File: src/rtl/uart_tx_gen2.sv
// uart_tx_gen2: parametrised UART transmitter with programmable bit period,
// optional parity, 1 or 2 stop bits and a one-deep holding register so that
// frames can run back to back.
//
// Ports:
//   clk, rst          system clock (rising edge), async active-low reset
//   p_data/data_valid word offered by the producer
//   data_ready        holding register empty; accept on data_valid & data_ready
//   par_en/par_type   parity enable, 0 = even / 1 = odd
//   stop2             two stop bits when 1
//   prescale          bit period = prescale + 1 clk cycles
//   tx_out            serial line (idles high)
//   busy              frame on the line
//   frame_done        one-cycle pulse after the last stop bit
module uart_tx_gen2 #(
    parameter int unsigned DATA_WIDTH  = 8,
    parameter int unsigned PRESC_WIDTH = 6
) (
    input  logic                   clk,
    input  logic                   rst,
    input  logic [DATA_WIDTH-1:0]  p_data,
    input  logic                   data_valid,
    output logic                   data_ready,
    input  logic                   par_en,
    input  logic                   par_type,
    input  logic                   stop2,
    input  logic [PRESC_WIDTH-1:0] prescale,
    output logic                   tx_out,
    output logic                   busy,
    output logic                   frame_done
);

    localparam int unsigned BCW = (DATA_WIDTH > 1) ? $clog2(DATA_WIDTH) : 1;

    typedef enum logic [2:0] {IDLE, START, DATA, PARITY, STOP} state_t;

    state_t                 state;
    logic [DATA_WIDTH-1:0]  hold_q;
    logic                   hold_full;
    logic [DATA_WIDTH-1:0]  shreg;
    logic                   par_bit;
    logic                   par_en_q;
    logic                   stop2_q;
    logic [PRESC_WIDTH-1:0] presc_q;
    logic [PRESC_WIDTH-1:0] presc_cnt;
    logic [BCW-1:0]         bit_cnt;
    logic                   stop_cnt;

    logic bit_end;
    logic frame_end;
    logic load;

    // Bit-period boundary, end of last stop bit, and start of a new frame.
    assign bit_end   = (presc_cnt == presc_q);
    assign frame_end = (state == STOP) && bit_end && (!stop2_q || stop_cnt);
    assign load      = hold_full && ((state == IDLE) || frame_end);

    // Transmit FSM, holding register and registered outputs.
    always_ff @(posedge clk or negedge rst) begin
        if (!rst) begin
            state      <= IDLE;
            hold_q     <= '0;
            hold_full  <= 1'b0;
            shreg      <= '0;
            par_bit    <= 1'b0;
            par_en_q   <= 1'b0;
            stop2_q    <= 1'b0;
            presc_q    <= '0;
            presc_cnt  <= '0;
            bit_cnt    <= '0;
            stop_cnt   <= 1'b0;
            data_ready <= 1'b1;
            tx_out     <= 1'b1;
            busy       <= 1'b0;
            frame_done <= 1'b0;
        end else begin
            frame_done <= 1'b0;

            // A load and an accept never coincide: load needs hold_full,
            // which keeps data_ready low for the whole cycle.
            if (load) begin
                hold_full  <= 1'b0;
                data_ready <= 1'b1;
            end else if (data_valid && data_ready) begin
                hold_q     <= p_data;
                hold_full  <= 1'b1;
                data_ready <= 1'b0;
            end

            if (frame_end) begin
                frame_done <= 1'b1;
            end

            if (load) begin
                // Latch word, parity and frame configuration for this frame.
                state     <= START;
                shreg     <= hold_q;
                par_bit   <= par_type ? ~^hold_q : ^hold_q;
                par_en_q  <= par_en;
                stop2_q   <= stop2;
                presc_q   <= prescale;
                presc_cnt <= '0;
                bit_cnt   <= '0;
                stop_cnt  <= 1'b0;
                tx_out    <= 1'b0;
                busy      <= 1'b1;
            end else begin
                if (state != IDLE) begin
                    presc_cnt <= bit_end ? '0 : presc_cnt + 1'b1;
                end
                case (state)
                    IDLE: begin
                        tx_out <= 1'b1;
                        busy   <= 1'b0;
                    end
                    START: begin
                        if (bit_end) begin
                            state   <= DATA;
                            tx_out  <= shreg[0];
                            shreg   <= shreg >> 1;
                            bit_cnt <= '0;
                        end
                    end
                    DATA: begin
                        if (bit_end) begin
                            if (bit_cnt == BCW'(DATA_WIDTH - 1)) begin
                                if (par_en_q) begin
                                    state  <= PARITY;
                                    tx_out <= par_bit;
                                end else begin
                                    state  <= STOP;
                                    tx_out <= 1'b1;
                                end
                            end else begin
                                bit_cnt <= bit_cnt + 1'b1;
                                tx_out  <= shreg[0];
                                shreg   <= shreg >> 1;
                            end
                        end
                    end
                    PARITY: begin
                        if (bit_end) begin
                            state  <= STOP;
                            tx_out <= 1'b1;
                        end
                    end
                    STOP: begin
                        if (frame_end) begin
                            state    <= IDLE;
                            busy     <= 1'b0;
                            tx_out   <= 1'b1;
                            stop_cnt <= 1'b0;
                        end else if (bit_end) begin
                            stop_cnt <= 1'b1;
                        end
                    end
                    default: begin
                        state  <= IDLE;
                        tx_out <= 1'b1;
                        busy   <= 1'b0;
                    end
                endcase
            end
        end
    end

endmodule

File: config.mk
export PLATFORM = sky130hd
export DESIGN_NAME = uart_tx_gen2
export DESIGN_NICKNAME = d
export VERILOG_FILES = /design/src/rtl/uart_tx_gen2.sv
export SDC_FILE = /design/constraint.sdc
export NUM_CORES = 1
export LEC_CHECK = 0
export ABC_AREA = 1
export CORE_ASPECT_RATIO = 1.4
export CORE_MARGIN = 2
export CORE_UTILIZATION = 30
export DETAILED_ROUTE_END_ITERATION = 6
export PLACE_DENSITY_LB_ADDON = 0.3
export SLEW_MARGIN = 25
export SYNTH_ARGS = -nofsm -noshare
export SYNTH_HDL_FRONTEND = slang
export SYNTH_SLANG_ARGS = --single-unit
File: constraint.sdc
create_clock -name clk -period 1.54 [get_ports clk]
set_input_delay 0.154 -clock clk [delete_from_list [all_inputs] [get_ports clk]]
set_output_delay 0.154 -clock clk [all_outputs]
set_load 0.02 [all_outputs]
==> flow_summary.yaml <==
status:
  outcome: "finished with violations"
  violations: "setup timing"
global_route:
  grt_max_degree: 26
  grt_antenna_before_repair: 0
  grt_pass1_vias: 1987
  grt_pass1_wl_um: 9000
  gr-total-overflow: 0
  grt_usage_pct: 13.9
cells_and_area:
  fin_nets: 360
  diodes: 0
  finalNonFillerCells: 435
  drive_gt1_share_pct: 30.8
  n_fill_cell: 732
  syn2layout_area_growth_pct: 36.9
synth:
  syn_inst: 271
  netlist_area_um2: 2270
  yosysUniqueCellTypes: 32
  yosysMostFrequentCell: "nand2_1"
  ys_top_cells_by_area: "dfrtp_1 (45%), nand2_1 (13%), nand3_1 (4.4%), nor2_1 (4.3%), inv_1 (4.0%)"
  synthFlopType: "dfrtp_1"
  synth-edff-count: 0
  syn_nets: 294
  yosysWarnings: 0
  synth_area_leader_cell: "dfrtp_1"
  ys_ff_latch: 43
  async_flop_share_pct: 100
  synth_top_area_share_pct: 45.2
  syn_area_per_cell_um2: 8.38
  synth-seq-area-share_pct: 47.5
  synthTopCellsByCount: "nand2_1 (78), dfrtp_1 (41), nor2_1 (26)"
power_and_ir_drop:
  vdd_drop_max_v: 0.000839
  p_total_mw: 6.59
  powerDensity_nw_per_um2: 2120
  p_leak_nw: 1.48
die:
  rows: 37
  initial_core_util_pct: 30.8
  die_y_um: 107
  fp.coreArea_um2: 7360
  die_area_um2: 8290
  ios: 24
  die_w_um: 77.5
drt:
  dr.pass1.iters: 6
  avgViaCountPerCell: 4.47
  post-route-drc-count: 0
  wl_um: 5220
  dr_total_vias: 1944
  post_drt_wl_per_cell_um: 12.0
  drtAntennaViolNets: 0
  drtIter0Drc: 72
clock_network:
  cts-root-buf: "clkbuf_8"
  cts_max_level: 2
  cts_tree: "done"
  clk_latency_ns: 0.31
  path_clk_slew_ns: 0.09
  cts_made_buffers: 5
  clk_path_buf_depth: 2
  cts_num_sinks: 43
place:
  gp_congestion: 0.840
  port-buffer-count: 23
  dp_hpwl_um: 3730
  place_inst: 420
timing:
  rsz0062_at_grt: "true"
  fmax_mhz: 616
  fin_crit_ns: 1.62
  finalClockSkew_ns: 0.0110
  finalHoldViolations: 0
  setup_viol: 32
  min_period_over_period_pct: 105
  setup_ws_ns: -0.0846
  worst_slew_pin_slew_ns: 0.512
  report.final.slew_viol_count: 0
  hold_slack_ns: 0.343
  setup_tns_ns: -1.36
  relSlewSlack_pct: 65.8
flow_run:
  drv_cap: 0
worst_setup_path:
  path_class: "reg2reg"
  critPathCaptureType: "register"
  r2r_end: "shreg[6]$_DFFE_PN0P_"
  startpoint: "presc_q[5]$_DFFE_PN0P_"
  crit_arrival_ns: 1.83
  r2r_setup_slack_ns: -0.08
  cp_max_fo: 3
  crit_path_start_kind: "register"
  worstPathRequired_ns: 1.75
  endpoint: "shreg[6]$_DFFE_PN0P_"
  r2r-start: "presc_q[5]$_DFFE_PN0P_"
  worstRegToRegCells: 11
hold_path:
  hold_class: "in2async"
## cell usage in the layout (no fill, tap or decap), types with 4 or more instances in the layout
master           netlist  final
nand2_4                2      4
inv_2                  8     12
inv_1                 24     19
xor2_1                 5      5
nor2_4                 3      5
nand2_2                3      9
clkdlybuf4s50_1        0     20
o22ai_2                6      6
dfrtp_1               41     41
o21ai_0                8      8
o21ai_1                8      7
nor2_1                26     22
xnor2_1                5      5
nand3_1               20     18
clkbuf_8               0      5
buf_4                  1     35
nand4_1                5      5
nand2_1               78     69
nor2_2                 2      4
## layout make-up
cell class / instances / area (um2) / share of cell area [%]
Sequential cell: 43 / 1080 / 34.7
Clock buffer: 6 / 72.6 / 2.34
Inverter: 33 / 129 / 4.15
Multi-Input combinational cell: 191 / 1140 / 36.8
Tap cell: 97 / 121 / 3.91
Clock inverter: 2 / 12.5 / 0.403
Timing Repair Buffer: 63 / 549 / 17.7
## metrics by stage
step / setup WS, ns / util, % / instance area [um2]
6_report: -0.0846 / 42.2 / 3110
3_5_place_dp: -0.179 / 38.5 / 2830
4_1_cts: -0.0747 / 41.1 / 3020
2_1_floorplan: 0.0148 / - / 2270
5_1_grt: -0.227 / 42.2 / 3110
3_3_place_gp: -0.160 / 38.5 / 2830
## what timing repair did
item                                    CTS  global route
pin swaps                                 4            11
setup buffers                             0             4
endpoints found under the setup margin   41            42
hold endpoints to repair                 16             0
hold buffers                              1             0
cloned                                    2             0
resized for setup                        20            20
## state kept, by name (all words and copies together) (netlist names), 3 cells and up
register and count:
presc_cnt 6, presc_q 6, state 3, bit_cnt 3, shreg 8, hold_q 8
## worst min path at each step
stage	slack [ns]	end	start
after detailed placement	0.15	presc_cnt[1]$_DFFE_PN0N_	rst
after CTS	0.35	presc_cnt[3]$_DFFE_PN0N_	rst
after global routing	0.39	presc_cnt[3]$_DFFE_PN0N_	rst
after floorplan	-0.14	bit_cnt[0]$_DFFE_PN0P_	rst
after global placement	0.15	presc_cnt[1]$_DFFE_PN0N_	rst
final	0.34	presc_cnt[3]$_DFFE_PN0N_	rst
## report_power, final
part           switching, mW  leakage, nW  internal (mW)
Clock                  0.413       0.0412          0.318
Sequential             0.364        0.536           1.63
Combinational           2.18        0.908           1.68
## worst max-delay path: stages, from the launching register on
cell	delay, ns
dfrtp_1	0.40
nand2_1	0.07
nand2_1	0.06
nor2_2	0.15
buf_4	0.13
nand3_2	0.08
buf_4	0.15
nor2_4	0.14
buf_4	0.14
nand3_1	0.09
nand2_2	0.08
nor2_1	0.04
## cell families (layout without fill, tap and decap cells)
family / after synthesis / count (layout) / share of synthesized area [%]
and+or+nand+nor: 146 / 148 / 29.2
AOI/OAI and AO/OA: 30 / 30 / 9.76
xor gates and xnor gates: 10 / 10 / 3.86
DFF: 43 / 43 / 47.5
buffers and inverters: 39 / 104 / 7.99
adders and majority gates: 3 / 3 / 1.65
## layer usage
layer  track usage, %  up-vias  part of all wire, %
met2             25.4       29                   53
met3             3.03       12                  3.0
met4             5.48        0                  2.3
met1             15.5      904                   42
li1                 -      999                    -
met5                0        -                    0
(Power assumes the default switching activity.)
